**src/rtl/router_pkg.sv**
```systemverilog
// Shared definitions for the 1x3 router control slice: FSM state encodings,
// port-address constants and the default WAIT_TILL_EMPTY timeout length.
package router_pkg;

    typedef enum logic [2:0] {
        DECODE_ADDRESS     = 3'd0,
        LOAD_FIRST_DATA    = 3'd1,
        LOAD_DATA          = 3'd2,
        FIFO_FULL_STATE    = 3'd3,
        LOAD_AFTER_FULL    = 3'd4,
        LOAD_PARITY        = 3'd5,
        CHECK_PARITY_ERROR = 3'd6,
        WAIT_TILL_EMPTY    = 3'd7
    } state_t;

    localparam logic [1:0] ADDR_PORT0   = 2'd0;
    localparam logic [1:0] ADDR_PORT1   = 2'd1;
    localparam logic [1:0] ADDR_PORT2   = 2'd2;
    localparam logic [1:0] ADDR_INVALID = 2'd3;

    localparam int WAIT_LIMIT_DEFAULT = 32;

endpackage

```
**src/rtl/router_wait_timer.sv**
```systemverilog
// Cycle counter for WAIT_TILL_EMPTY. Held at zero outside the wait state so it
// always starts from zero on entry; `expired` flags the WAIT_LIMIT-th cycle
// spent waiting.
module router_wait_timer
    import router_pkg::*;
#(
    parameter int WAIT_LIMIT = WAIT_LIMIT_DEFAULT
) (
    input  logic clock,
    input  logic resetn,
    input  logic in_wait,
    output logic expired
);

    logic [4:0] count;

    // count cycles spent in the wait state, cleared whenever we are outside it
    always_ff @(posedge clock) begin
        if (!resetn)       count <= 5'd0;
        else if (!in_wait) count <= 5'd0;
        else               count <= count + 5'd1;
    end

    assign expired = in_wait && (count == 5'(WAIT_LIMIT - 1));

endmodule

```
**src/rtl/router_fsm.sv**
```systemverilog
// Packet-level control FSM of the 1x3 router. Decodes the header address,
// sequences header/payload/parity writes into the selected output FIFO,
// stalls on FIFO full and aborts on the selected port's soft reset.
// Optional WAIT_TILL_EMPTY timeout: define ROUTER_FSM_WAIT_TIMEOUT_EN.
module router_fsm
    import router_pkg::*;
#(
    parameter int WAIT_LIMIT = WAIT_LIMIT_DEFAULT
) (
    input  logic       clock,
    input  logic       resetn,
    input  logic       pkt_valid,
    input  logic [1:0] data_in,
    input  logic       fifo_full,
    input  logic       fifo_empty_0,
    input  logic       fifo_empty_1,
    input  logic       fifo_empty_2,
    input  logic       soft_reset_0,
    input  logic       soft_reset_1,
    input  logic       soft_reset_2,
    input  logic       parity_done,
    input  logic       low_pkt_valid,
    output logic       detect_add,
    output logic       lfd_state,
    output logic       ld_state,
    output logic       laf_state,
    output logic       full_state,
    output logic       write_enb_reg,
    output logic       rst_int_reg,
    output logic       busy,
    output logic       wait_timeout
);

    if (WAIT_LIMIT < 2 || WAIT_LIMIT > 32) begin : g_bad_wait_limit
        $error("router_fsm: WAIT_LIMIT must be in 2..32");
    end

    state_t     state_q, state_d;
    logic [1:0] addr_q;
    logic       empty_sel, soft_sel, hdr_empty, hdr_ok, timeout_hit;

    // latch the destination of a valid header; it steers empty/soft-reset selection
    always_ff @(posedge clock) begin
        if (!resetn)
            addr_q <= ADDR_PORT0;
        else if (state_q == DECODE_ADDRESS && pkt_valid && data_in != ADDR_INVALID)
            addr_q <= data_in;
    end

    // per-port flag selection: latched address for in-packet states, live bus for the header
    always_comb begin
        empty_sel = 1'b0;
        soft_sel  = 1'b0;
        hdr_empty = 1'b0;
        case (addr_q)
            ADDR_PORT0: begin empty_sel = fifo_empty_0; soft_sel = soft_reset_0; end
            ADDR_PORT1: begin empty_sel = fifo_empty_1; soft_sel = soft_reset_1; end
            ADDR_PORT2: begin empty_sel = fifo_empty_2; soft_sel = soft_reset_2; end
            default:    ;
        endcase
        case (data_in)
            ADDR_PORT0: hdr_empty = fifo_empty_0;
            ADDR_PORT1: hdr_empty = fifo_empty_1;
            ADDR_PORT2: hdr_empty = fifo_empty_2;
            default:    ;
        endcase
    end

    assign hdr_ok = pkt_valid && (data_in != ADDR_INVALID);

`ifdef ROUTER_FSM_WAIT_TIMEOUT_EN
    logic wait_expired;
    logic wait_timeout_q;

    router_wait_timer #(.WAIT_LIMIT(WAIT_LIMIT)) u_wait_timer (
        .clock   (clock),
        .resetn  (resetn),
        .in_wait (state_q == WAIT_TILL_EMPTY),
        .expired (wait_expired)
    );

    assign timeout_hit = wait_expired;

    // pulse only when the timeout is what actually moves us out of the wait state
    always_ff @(posedge clock) begin
        if (!resetn) wait_timeout_q <= 1'b0;
        else         wait_timeout_q <= wait_expired && !empty_sel && !soft_sel;
    end

    assign wait_timeout = wait_timeout_q;
`else
    assign timeout_hit  = 1'b0;
    assign wait_timeout = 1'b0;
`endif

    // state register
    always_ff @(posedge clock) begin
        if (!resetn) state_q <= DECODE_ADDRESS;
        else         state_q <= state_d;
    end

    // next-state logic; the selected port's soft reset overrides every transition
    always_comb begin
        state_d = state_q;
        if (state_q != DECODE_ADDRESS && soft_sel) begin
            state_d = DECODE_ADDRESS;
        end else begin
            case (state_q)
                DECODE_ADDRESS:
                    if (hdr_ok) state_d = hdr_empty ? LOAD_FIRST_DATA : WAIT_TILL_EMPTY;
                LOAD_FIRST_DATA:
                    state_d = LOAD_DATA;
                LOAD_DATA:
                    if (fifo_full)       state_d = FIFO_FULL_STATE;
                    else if (!pkt_valid) state_d = LOAD_PARITY;
                FIFO_FULL_STATE:
                    if (!fifo_full) state_d = LOAD_AFTER_FULL;
                LOAD_AFTER_FULL:
                    if (parity_done)        state_d = DECODE_ADDRESS;
                    else if (low_pkt_valid) state_d = LOAD_PARITY;
                    else                    state_d = LOAD_DATA;
                LOAD_PARITY:
                    state_d = CHECK_PARITY_ERROR;
                CHECK_PARITY_ERROR:
                    state_d = fifo_full ? FIFO_FULL_STATE : DECODE_ADDRESS;
                WAIT_TILL_EMPTY:
                    if (empty_sel)        state_d = LOAD_FIRST_DATA;
                    else if (timeout_hit) state_d = DECODE_ADDRESS;
                default:
                    state_d = DECODE_ADDRESS;
            endcase
        end
    end

    // Moore output decode from the state register
    always_comb begin
        detect_add    = (state_q == DECODE_ADDRESS);
        lfd_state     = (state_q == LOAD_FIRST_DATA);
        ld_state      = (state_q == LOAD_DATA);
        full_state    = (state_q == FIFO_FULL_STATE);
        laf_state     = (state_q == LOAD_AFTER_FULL);
        rst_int_reg   = (state_q == CHECK_PARITY_ERROR);
        write_enb_reg = (state_q == LOAD_DATA) || (state_q == LOAD_AFTER_FULL) ||
                        (state_q == LOAD_PARITY);
        busy          = !((state_q == DECODE_ADDRESS) || (state_q == LOAD_DATA));
    end

endmodule

```
**config.mk**
```make
export PLATFORM = sky130hd
export DESIGN_NAME = router_fsm
export DESIGN_NICKNAME = d
export VERILOG_FILES = /design/src/rtl/router_pkg.sv /design/src/rtl/router_wait_timer.sv /design/src/rtl/router_fsm.sv
export SDC_FILE = /design/constraint.sdc
export NUM_CORES = 1
export LEC_CHECK = 0
export ABC_AREA = 1
export CORE_MARGIN = 1.5
export CORE_UTILIZATION = 30
export DETAILED_ROUTE_END_ITERATION = 8
export PLACE_DENSITY = 0.62
export SYNTH_ARGS = -nofsm -noshare
export SYNTH_HDL_FRONTEND = slang
export SYNTH_SLANG_ARGS = --single-unit
```
**constraint.sdc**
```tcl
create_clock -name clock -period 1.2 [get_ports clock]
set_clock_uncertainty 0.15 [all_clocks]
set_input_delay 0.12 -clock clock [delete_from_list [all_inputs] [get_ports clock]]
set_output_delay 0.12 -clock clock [all_outputs]
set_load 0.005 [all_outputs]
```
# --- Yosys cells after proc, flatten, opt, wreduce, memory -nomap -nowiden ---
# Cells that the tools add are included.
classes:
  n_lt_le_gt_ge: 0
  reduce_logical: 14
  addsub: 0
  bitwise: 1
  muxes: 13
  div: 0
  n_eq_ne: 16
  shifts: 0
  mul: 0
op_table:
  columns: ["cell", "n"]
  rows:
  - ["two-way mux 3 bit", 8]
  - ["case mux 3 bit (8 select lines)", 1]
  - ["== test 3 bit, second input constant", 4]
  - ["case mux 1 bit (3 select lines)", 3]
  - ["== test 3 x 2 -> 1 bit, second input constant", 2]
  - ["!= test 2 bit, second input constant", 3]
  - ["== test 2 x 1 -> 1 bit, second input constant", 2]
  - ["== test 2 bit, second input constant", 2]
  - ["logical AND 1 bit", 4]
  - ["logical NOT 2 bit", 2]
  - ["AND reduction 4 bit", 1]
  - ["== test 3 x 1 -> 1 bit, second input constant", 1]
  - ["logical NOT 3 bit", 1]
  - ["logical OR 1 bit", 3]
  - ["!= test 3 bit, second input constant", 1]
  - ["nonzero test 3 bit", 1]
  - ["two-way mux 2 bit", 1]
  - ["!= test 2 x 1 -> 1 bit, second input constant", 1]
  - ["OR reduction 2 bit", 1]
  - ["logical NOT 1 bit", 1]
  - ["NOT 1 bit", 1]
word_totals:
  ram_bits: 0
  mem_bits_ro: 0
  memories: 0
  output_inout_bits: 9
  latchBits: 0
  reg_bits: 5

# --- Longest topological paths before layout ---
depth:
  ltp_word: 5
  mapped_depth: 10
  depth_no_buf: 9

# --- Least setup slack after synthesis ---
# OpenSTA, ideal clock, no wires.
synth_timing:
  path_type: "flip-flop to flip-flop"
  from: "reg state_q[2]"
  to: "reg state_q[0]"
  stages_incl_launch_ff: 10
  setup_ns: 0.109
  setup_slack_ns: -0.023
  required_time_ns: 0.941
  t_arrival_ns: 0.964
  cell_sequence: "dfxtp_1 -> inv_2 -> nand2_4 -> nor2_8 -> inv_4 -> nand2_2 -> nand2_2 -> nor2_1 -> nand2_1 -> inv_1"
synth_between:
  elab_chain_len: 3
  word_cells_on_any_way: 17
  classes_between: "11 x eq/ne; 1 x mux; 5 x reduce/logical"
synth_lines:
  columns: ["item", "line_no", "text"]
  rows:
  - ["start: declaration", "router_fsm.sv:38", "state_t state_q, state_d;"]
  - ["start signal: assignment", "router_fsm.sv:99", "else state_q <= state_d;"]
  - ["logical NOT 3 bit *", null, null]
  - ["named net detect_add", "router_fsm.sv:23", "output logic detect_add,"]
  - ["!= test 2 x 1 -> 1 bit (no line)", null, null]
  - ["AND reduction 4 bit (no line)", null, null]
# The timed path passes the listed nets; every way through them passes the cells marked *.
# A chain may end at the register's enable or synchronous reset.

# --- Worst setup path after layout ---
layout_timing:
  from: "reg state_q[1]"
  to: "reg state_q[1]"
layout_between:
  elab_chain_len: 3
  word_cells_on_any_way: 17
  classes_between: "11 x eq/ne; 1 x mux; 5 x reduce/logical"
layout_lines:
  columns: ["item", "line_no", "text"]
  rows:
  - ["== test 3 x 2 -> 1 bit, or another cell as far along", "router_fsm.sv:108", "case (state_q)"]
  - ["!= test 3 bit (no line), or another cell as far along", null, null]
  - ["AND reduction 4 bit (no line) or OR reduction 2 bit (tied branches)", null, null]
# Several ways; a longest one is shown, not always the timed one.

==> out/qor.yml <==
global_route:
  grtUsageMet2: 0.386
  met1_usage: 0.225
  grt_antenna_before_repair: 0
  track_usage: 0.208
  grt_use_met3: 0.0397
  grt_pass1_vias: 739
  grt_max_degree: 5
  grt_pass1_wl_um: 3120
  overflow: 0
  gr-max-usage-layer: "met2"
floorplanning:
  die_w_um: 45.9
  initial_utilization: 0.320
  rows: 15
  ios: 23
  coreArea_mm2: 0.00173
  dieArea_mm2: 0.00211
  die_height_um: 45.9
final_layout:
  drive_above_1_share: 0.483
  antenna_cells: 0
  final_common_cell: "buf_4"
  fin_nets: 158
  area_delta_synth_final_pct: 100
  layout_common_cells: "buf_4, nand3_1, nand2_1, clkdlybuf4s50_1, buf_6"
  fin_cells: 168
route:
  avgRoutedWirePerCell_um: 10.9
  routed_wl_um: 1830
  firstDrtPassIters: 4
  dr.first_iter.drc_count: 4
  vias: 759
  drc: 0
  ant_nets: 0
  vias_per_cell: 4.52
worst_setup_path:
  critical_path.max_stage_delay_ps: 350
  required_ps: 1220
  cp_common_cell: "buf_6"
  crit_path_cell_trace: "buf_6, buf_6, nor2_8, buf_6, inv_4, nand2_2, nand2_2, inv_2, nand2_1, nor2_1"
  arrival_ps: 1400
  rr_startpoint: "state_q[1]"
  critPathKind: "register to register"
  setup.worst_path.start_class: "register"
  rrSetupSlack_ps: -180
  crit_path_end_kind: "register"
  cp_max_fo: 4
  cp_slowest_cell: "dfxtp_4"
  startpoint: "state_q[1]"
clocking:
  clock_sinks: 5
  worstSkewPairLatency_ps: 240
  cts_tree: "yes"
  cts.reportedPaths.clkPinSlew_ps: 50
  clockBufferDepth: 2
  numCtsBuffers: 3
  htree_num_levels: 1
  cts_root_buf: "clkbuf_4"
synth:
  synth_edf_count: 0
  yosysWarnings: 0
  seq_area_frac_synth: 0.181
  ys_ff_latch: 5
  syn_area_per_cell_um2: 6.00
  async_reset_ff_frac: 0
  synth_area_um2: 552
  ys_types: 21
  syn_inst: 92
  synth_ff_type: "dfxtp_1"
  synth_fp_nets: 106
timing:
  finalSetupViolations: 13
  timing.final.crit_share: 1.15
  setup_slack_ps: -179
  finalHoldViolCount: 0
  max_freq_mhz: 725
  slew_viol_final: 0
  rsz0062_at_grt: "true"
  fin_crit_ps: 1380
hold_path:
  min_from: "resetn"
  min_path_type: "primary input to register"
place:
  numPortBuffers: 21
  post-place-ws_ps: -311
  dp_cells: 155
  place_congestion: 0.812
  post-dp-hpwl_um: 1330
run_status:
  outcome: "complete, but fails checks"
  violations: "negative setup slack"
power:
  vdd_drop_max_uv: 1020
  power_density_mw_per_mm2: 1900
  p_leak_nw: 0.553
job:
  maxCapViolCount: 0
[cells in the mapped netlist, types with 3 or more instances]
cell type | instances | area, µm²
nand3_1 | 17 | 85.1
inv_1 | 10 | 37.5
inv_2 | 3 | 11.3
a21oi_1 | 3 | 15.0
nand2_1 | 15 | 56.3
nand2_2 | 4 | 25.0
dfxtp_1 | 5 | 100
nor2_1 | 16 | 60.1
[cell type report]
| class | count | area, µm² |
|---|---|---|
| fill | 153 | 623 |
| clock buffer | 4 | 26.3 |
| timing repair buffer | 50 | 460 |
| multi-input combinational | 70 | 414 |
| sequential | 5 | 111 |
| tap | 25 | 31.3 |
| inverter | 14 | 60.1 |
[where the power goes]
group	total, mW	internal [mW]	switching [mW]
clock network	0.197	0.126	0.0711
registers	0.314	0.238	0.0766
logic	1.59	0.869	0.720
[metal layers]
| metal | share of wire | vias up |
|---|---|---|
| met4 | 0.031 | 0 |
| met2 | 0.55 | 28 |
| li1 | - | 392 |
| met3 | 0.054 | 8 |
| met5 | 0 | - |
| met1 | 0.36 | 331 |
[cells by family after synthesis]
family                 after synthesis  synth area share
and+or+nand+nor                     63             0.599
buffers and inverters               17             0.154
other                                1           0.00680
AOI/OAI and AO/OA                    6            0.0590
DFF                                  5             0.181
[stage by stage]
step | total power [mW] | TNS [ps] | utilization | hold WS (ps) | instance area, µm²
detailed placement | 1.55 | -2930 | 0.537 | 414 | 927
finish | 2.10 | -1550 | 0.639 | 376 | 1100
floorplan | 0.953 | 0 | - | 112 | 553
global route | 2.27 | -2290 | 0.639 | 400 | 1100
global placement | 1.53 | -2720 | 0.537 | 408 | 927
CTS | 1.98 | -1820 | 0.615 | 373 | 1060
[final timing paths]
kind	cells past startpoint	endpoint
worst max-delay path	10	state_q[1]
worst min-delay path	3	addr_q[1]
worst max register to register	10	state_q[1]
worst min register to register	2	addr_q[0]
[flip-flops by register name, indices dropped and copies added (netlist names)]
register	cells
addr_q	2
state_q	3
[what timing repair did]
item,4_1_cts,5_1_grt
hold buffers,0,0
endpoints found under the setup margin,13,13
setup buffers,8,1
resized for setup,49,14
pin swaps,14,18
[worst max-delay path, delay by kind of cell, from the launching register on]
kind	cells	cell delay (ps)
buf+inv	5	450
simple gates	5	370
flops	1	350
Power figures use the tool's default switching activity.
